==> src/rtl/mp_add_sequencer.sv <==
// Word-serial multi-precision add sequencer: feeds an external DATA_WID-bit adder LSW-first and chains carries word to word.
// Optional subtract mode (InSub port, A-B with borrow chain) is enabled by defining MPADD_SUB_EN.
module mp_add_sequencer #(
    parameter int DATA_WID  = 64,
    parameter int MAX_WORDS = 16
) (
    input  logic                Clock,
    input  logic                Reset_n,
    input  logic                InValid,
    output logic                InReady,
    input  logic [DATA_WID-1:0] InA,
    input  logic [DATA_WID-1:0] InB,
    input  logic                InFirst,
    input  logic                InLast,
    input  logic                InCarry,
`ifdef MPADD_SUB_EN
    input  logic                InSub,
`endif
    output logic [DATA_WID-1:0] AdderA,
    output logic [DATA_WID-1:0] AdderB,
    output logic                AdderCin,
    input  logic [DATA_WID-1:0] AdderSum,
    input  logic                AdderCout,
    output logic                OutValid,
    input  logic                OutReady,
    output logic [DATA_WID-1:0] OutSum,
    output logic                OutFirst,
    output logic                OutLast,
    output logic                OutCarry,
    output logic                ErrOverrun
);

    localparam int            CW      = $clog2(MAX_WORDS) + 1;
    localparam logic [CW-1:0] MAX_CNT = CW'(MAX_WORDS);

    typedef enum logic {IDLE, ACTIVE} state_t;

    state_t                state;
    logic [CW-1:0]         word_cnt;

    logic                  s1_vld;
    logic [DATA_WID-1:0]   s1_a;
    logic [DATA_WID-1:0]   s1_b;
    logic                  s1_first;
    logic                  s1_last;
    logic                  s1_cin;
    logic                  c_reg;

    logic                  adv1;
    logic                  accept;
    logic                  eff_first;
    logic [CW-1:0]         next_cnt;
    logic                  force_last;
    logic                  end_pkt;

    assign adv1       = s1_vld && (!OutValid || OutReady);
    assign InReady    = !s1_vld || adv1;
    assign accept     = InValid && InReady;

    // A beat arriving while idle always opens a packet, even without InFirst.
    assign eff_first  = InFirst || (state == IDLE);
    assign next_cnt   = eff_first ? CW'(1) : word_cnt + CW'(1);
    assign force_last = !InLast && (next_cnt == MAX_CNT);
    assign end_pkt    = InLast || force_last;

    assign AdderA     = s1_a;
    assign AdderCin   = s1_first ? s1_cin : c_reg;

`ifdef MPADD_SUB_EN
    logic s1_sub;
    logic pkt_sub;
    logic sub_now;

    assign sub_now = eff_first ? InSub : pkt_sub;
    assign AdderB  = s1_sub ? ~s1_b : s1_b;

    always_ff @(posedge Clock or negedge Reset_n) begin
        if (!Reset_n) begin
            s1_sub  <= 1'b0;
            pkt_sub <= 1'b0;
        end else if (accept) begin
            s1_sub  <= sub_now;
            pkt_sub <= sub_now;
        end
    end
`else
    assign AdderB = s1_b;
`endif

    // Packet framing: word counter, overrun detection
    always_ff @(posedge Clock or negedge Reset_n) begin
        if (!Reset_n) begin
            state      <= IDLE;
            word_cnt   <= '0;
            ErrOverrun <= 1'b0;
        end else begin
            ErrOverrun <= 1'b0;
            if (accept) begin
                ErrOverrun <= force_last;
                if (end_pkt) begin
                    state    <= IDLE;
                    word_cnt <= '0;
                end else begin
                    state    <= ACTIVE;
                    word_cnt <= next_cnt;
                end
            end
        end
    end

    // Stage 1: operand register driving the adder
    always_ff @(posedge Clock or negedge Reset_n) begin
        if (!Reset_n) begin
            s1_vld   <= 1'b0;
            s1_a     <= '0;
            s1_b     <= '0;
            s1_first <= 1'b0;
            s1_last  <= 1'b0;
            s1_cin   <= 1'b0;
        end else if (accept) begin
            s1_vld   <= 1'b1;
            s1_a     <= InA;
            s1_b     <= InB;
            s1_first <= eff_first;
            s1_last  <= end_pkt;
`ifdef MPADD_SUB_EN
            s1_cin   <= InCarry | InSub;
`else
            s1_cin   <= InCarry;
`endif
        end else if (adv1) begin
            s1_vld   <= 1'b0;
        end
    end

    // Stage 2: result capture; the carry chain moves only when a word leaves stage 1
    always_ff @(posedge Clock or negedge Reset_n) begin
        if (!Reset_n) begin
            OutValid <= 1'b0;
            OutSum   <= '0;
            OutFirst <= 1'b0;
            OutLast  <= 1'b0;
            OutCarry <= 1'b0;
            c_reg    <= 1'b0;
        end else if (adv1) begin
            OutValid <= 1'b1;
            OutSum   <= AdderSum;
            OutFirst <= s1_first;
            OutLast  <= s1_last;
            OutCarry <= AdderCout & s1_last;
            c_reg    <= AdderCout;
        end else if (OutValid && OutReady) begin
            OutValid <= 1'b0;
        end
    end

endmodule

==> config.mk <==
export PLATFORM = sky130hd
export DESIGN_NAME = mp_add_sequencer
export DESIGN_NICKNAME = d
export VERILOG_FILES = /design/src/rtl/mp_add_sequencer.sv
export SDC_FILE = /design/constraint.sdc
export NUM_CORES = 1
export LEC_CHECK = 0
export ABC_AREA = 1
export BUFFER_PORTS_ARGS = -buffer_cell sky130_fd_sc_hd__buf_2
export CORE_ASPECT_RATIO = 0.5
export CORE_MARGIN = 10
export CORE_UTILIZATION = 41
export DETAILED_ROUTE_END_ITERATION = 7
export GPL_TIMING_DRIVEN = 0
export PLACE_DENSITY_LB_ADDON = 0.2
export SYNTH_ARGS = -nofsm -noshare
export SYNTH_HDL_FRONTEND = slang
export SYNTH_SLANG_ARGS = --single-unit
==> constraint.sdc <==
create_clock -name Clock -period 1.3 [get_ports Clock]
set_input_delay 0 -clock Clock [delete_from_list [all_inputs] [get_ports Clock]]
set_output_delay 0 -clock Clock [all_outputs]
set_load 0.05 [all_outputs]
==> impl_metrics.py <==
metrics = {
    "run_status": {
        "outcome": "complete, but fails checks",
        "violations": "negative setup slack",
    },
    "critical_path": {
        "crit_fanout": 5,
        "arrival_ns": 1.72,
        "critPathLaunchType": "flop",
        "critPathCaptureType": "flop",
        "worstRegToRegCells": 8,
        "critical_path_required_ns": 1.67,
        "critPathKind": "flop to flop",
    },
    "cells_and_area": {
        "drive_above_1_share": 0.330,
        "fillers": 1336,
        "area_delta_synth_final_pct": 67.4,
        "nets": 1733,
        "fin_area_um2": 13300,
    },
    "logic_synthesis": {
        "ys.warnings.count": 0,
        "seq_area_frac_synth": 0.653,
        "synth_top_area_cell": "dfrtp_1",
        "syn_area_um2": 7970,
        "ys_types": 18,
        "synth_top_area_frac": 0.653,
        "ys_seq_elements": 208,
        "synth_area_leaders": "dfrtp_1 (65%), nand2_1 (29%), buf_4 (1.4%)",
        "syn_inst": 903,
        "syn_nets": 1104,
        "syn_avg_cell_area_um2": 8.82,
    },
    "timing": {
        "fin_skew_ns": 0.00802,
        "fmax_mhz": 740,
        "tns_ns": -0.157,
        "setup_viol": 4,
        "layout_worst_path_cycle_share": 1.04,
        "fin_crit_ns": 1.35,
        "finalMaxSlewViolations": 0,
        "tightest_slew_ns": 0.683,
        "slew_headroom": 0.545,
        "worst_slack_ns": -0.0506,
        "rsz0062_at_grt": "yes",
        "timing.hold.ws_ns": 0.126,
        "hold_viol": 0,
    },
    "global_route": {
        "grt_max_degree": 126,
        "grtUsageTotal": 0.236,
        "grt_pass1_wl_mm": 49.3,
        "antenna_found_initial": 4,
        "grt_pass1_vias": 8852,
        "grt_overflow_total": 0,
    },
    "pwr": {
        "combPwrFrac": 0.380,
        "swShare": 0.421,
        "p_leak_nw": 7.51,
        "p_int_mw": 13.3,
        "worst_ir_drop_vdd_v": 0.000822,
        "p_clk_frac": 0.259,
        "power.sequential.fraction": 0.361,
        "cellPowerDensity_nw_per_um2": 1730,
        "p_switching_mw": 9.67,
    },
    "cts": {
        "clock_latency_ns": 0.48,
        "clock_path_buffers": 3,
        "cts-root-buf": "clkbuf_16",
        "numCtsBuffers": 20,
        "htreeDepth": 1,
        "cts_tree": "done",
        "path_clk_slew_ns": 0.07,
        "cts.sinks": 208,
    },
    "routing": {
        "drt_iter0_drc": 607,
        "drt_wl_total_mm": 32.1,
        "wl_per_cell_um": 17.7,
        "antenna_left": 0,
        "viasPerCell": 4.73,
        "first_pass_iters": 6,
        "drc_errors": 0,
        "vias": 8550,
    },
    "worst_hold_path": {
        "holdCritPathClass": "primary input to asynchronous set/reset pin",
    },
    "die": {
        "die-height_um": 119,
        "coreArea_um2": 18700,
        "floorplan.initialDensity": 0.425,
        "die-area_um2": 25700,
        "io_pins": 399,
        "die_w_um": 217,
        "rows": 35,
    },
    "place": {
        "io_buffers": 398,
        "dpl.hpwl_mm": 20.8,
        "placed_area_um2": 10400,
        "place_congestion": 0.835,
    },
    "run": {
        "drv_cap": 0,
    },
}
worst paths after layout:
check	from	to	slack, ns
setup / recovery	word_cnt[1]	word_cnt[0]	-0.05
hold / removal	Reset_n	AdderB[10]	0.13
setup reg to reg	word_cnt[1]	word_cnt[0]	-0.05
hold reg to reg	AdderA[17]	AdderA[17]	0.47
max in group asynchronous	Reset_n	OutSum[21]	0.30
min in group Clock	InA[42]	AdderA[42]	0.25
kinds of logic (layout without fill, tap and decap cells):
kind of cell | Yosys count | in the layout | share of synthesized area
and+or+nand+nor | 628 | 628 | 0.298
DFF | 208 | 208 | 0.653
buffers and inverters | 58 | 701 | 0.0413
AOI/OAI and AO/OA | 8 | 8 | 0.00518
adders and majority gates | 1 | 1 | 0.00157
other | 0 | 4 | 0
layout make-up:
class / instances / area [um2] / area share
clock inverter: 7 / 71.3 / 0.00535
multi-input combinational: 637 / 2550 / 0.192
inverter: 15 / 61.3 / 0.00460
buffer: 43 / 374 / 0.0281
timing repair buffer: 607 / 4120 / 0.309
sequential: 208 / 5210 / 0.391
clock buffer: 29 / 606 / 0.0454
antenna: 4 / 10.0 / 0.000751
tap: 259 / 324 / 0.0243
synthesized netlist by cell type:
cell      number
o21ai_1        1
dfrtp_1      208
nand3_1        6
ha_1           1
nor2_1         8
nand2_1      611
nand3b_1       1
buf_2         14
buf_6          5
inv_1         12
inv_2          3
buf_4         15
o21ai_0        5
o22ai_1        1
a21oi_1        1
nand4_1        1
clkbuf_1       9
nand3_2        1
per-stage QoR:
step            util  worst slack, ns  total power, mW  cells
2_1_floorplan      -           -0.158             14.0    903
3_3_place_gp   0.553            -3.62             16.2   1560
3_5_place_dp   0.555           -0.130             16.4   1561
4_1_cts        0.700          -0.0862             22.9   1799
5_1_grt        0.711           -0.119             24.0   1809
6_report       0.711          -0.0506             23.0   1809
worst max-delay path: stages (launching register included):
cell	delay, ns
dfrtp_1	0.38
ha_2	0.23
nand3_2	0.10
nand2_2	0.08
nand2_2	0.06
nor2_4	0.15
nand3_4	0.12
nand3_2	0.08
nand2_1	0.05
per-layer routing:
| layer | routed length (um) | track usage | vias to the layer above | share of wire |
|---|---|---|---|---|
| met5 | 0 | 0 | - | 0 |
| met4 | 1220 | 0.103 | 0 | 0.038 |
| met3 | 2140 | 0.0563 | 84 | 0.067 |
| met2 | 16800 | 0.427 | 401 | 0.52 |
| met1 | 11900 | 0.258 | 4081 | 0.37 |
| li1 | - | - | 3984 | - |
power groups by stage:
stage | clock network [mW] | logic [mW] | registers (mW)
6_report | 5.95 | 8.74 | 8.31
5_1_grt | 6.37 | 9.22 | 8.43
4_1_cts | 6.09 | 8.57 | 8.26
3_5_place_dp | 0 | 8.03 | 8.36
3_3_place_gp | 0 | 7.93 | 8.31
2_1_floorplan | 0 | 1.58 | 12.4
cells in the final DEF (no fill, tap or decap), drive strengths merged:
cell / count
a21oi: 1
buf: 441
bufinv: 1
clkbuf: 39
clkinv: 2
clkinvlp: 3
dfrtp: 208
diode: 4
dlygate4sd3: 199
ha: 1
inv: 16
nand2: 611
nand3: 7
nand3b: 1
nand4: 1
nor2: 8
o21ai: 6
o22ai: 1
what timing repair did:
action | 4_1_cts | 5_1_grt
endpoints found under the hold margin | 330 | 0
cloned | 0 | 1
pin swaps | 1 | 9
setup buffers | 3 | 5
endpoints found under the setup margin | 90 | 273
gates resized for setup | 7 | 52
hold buffers | 199 | 0
No activity file was read; power rests on OpenSTA's default activity.
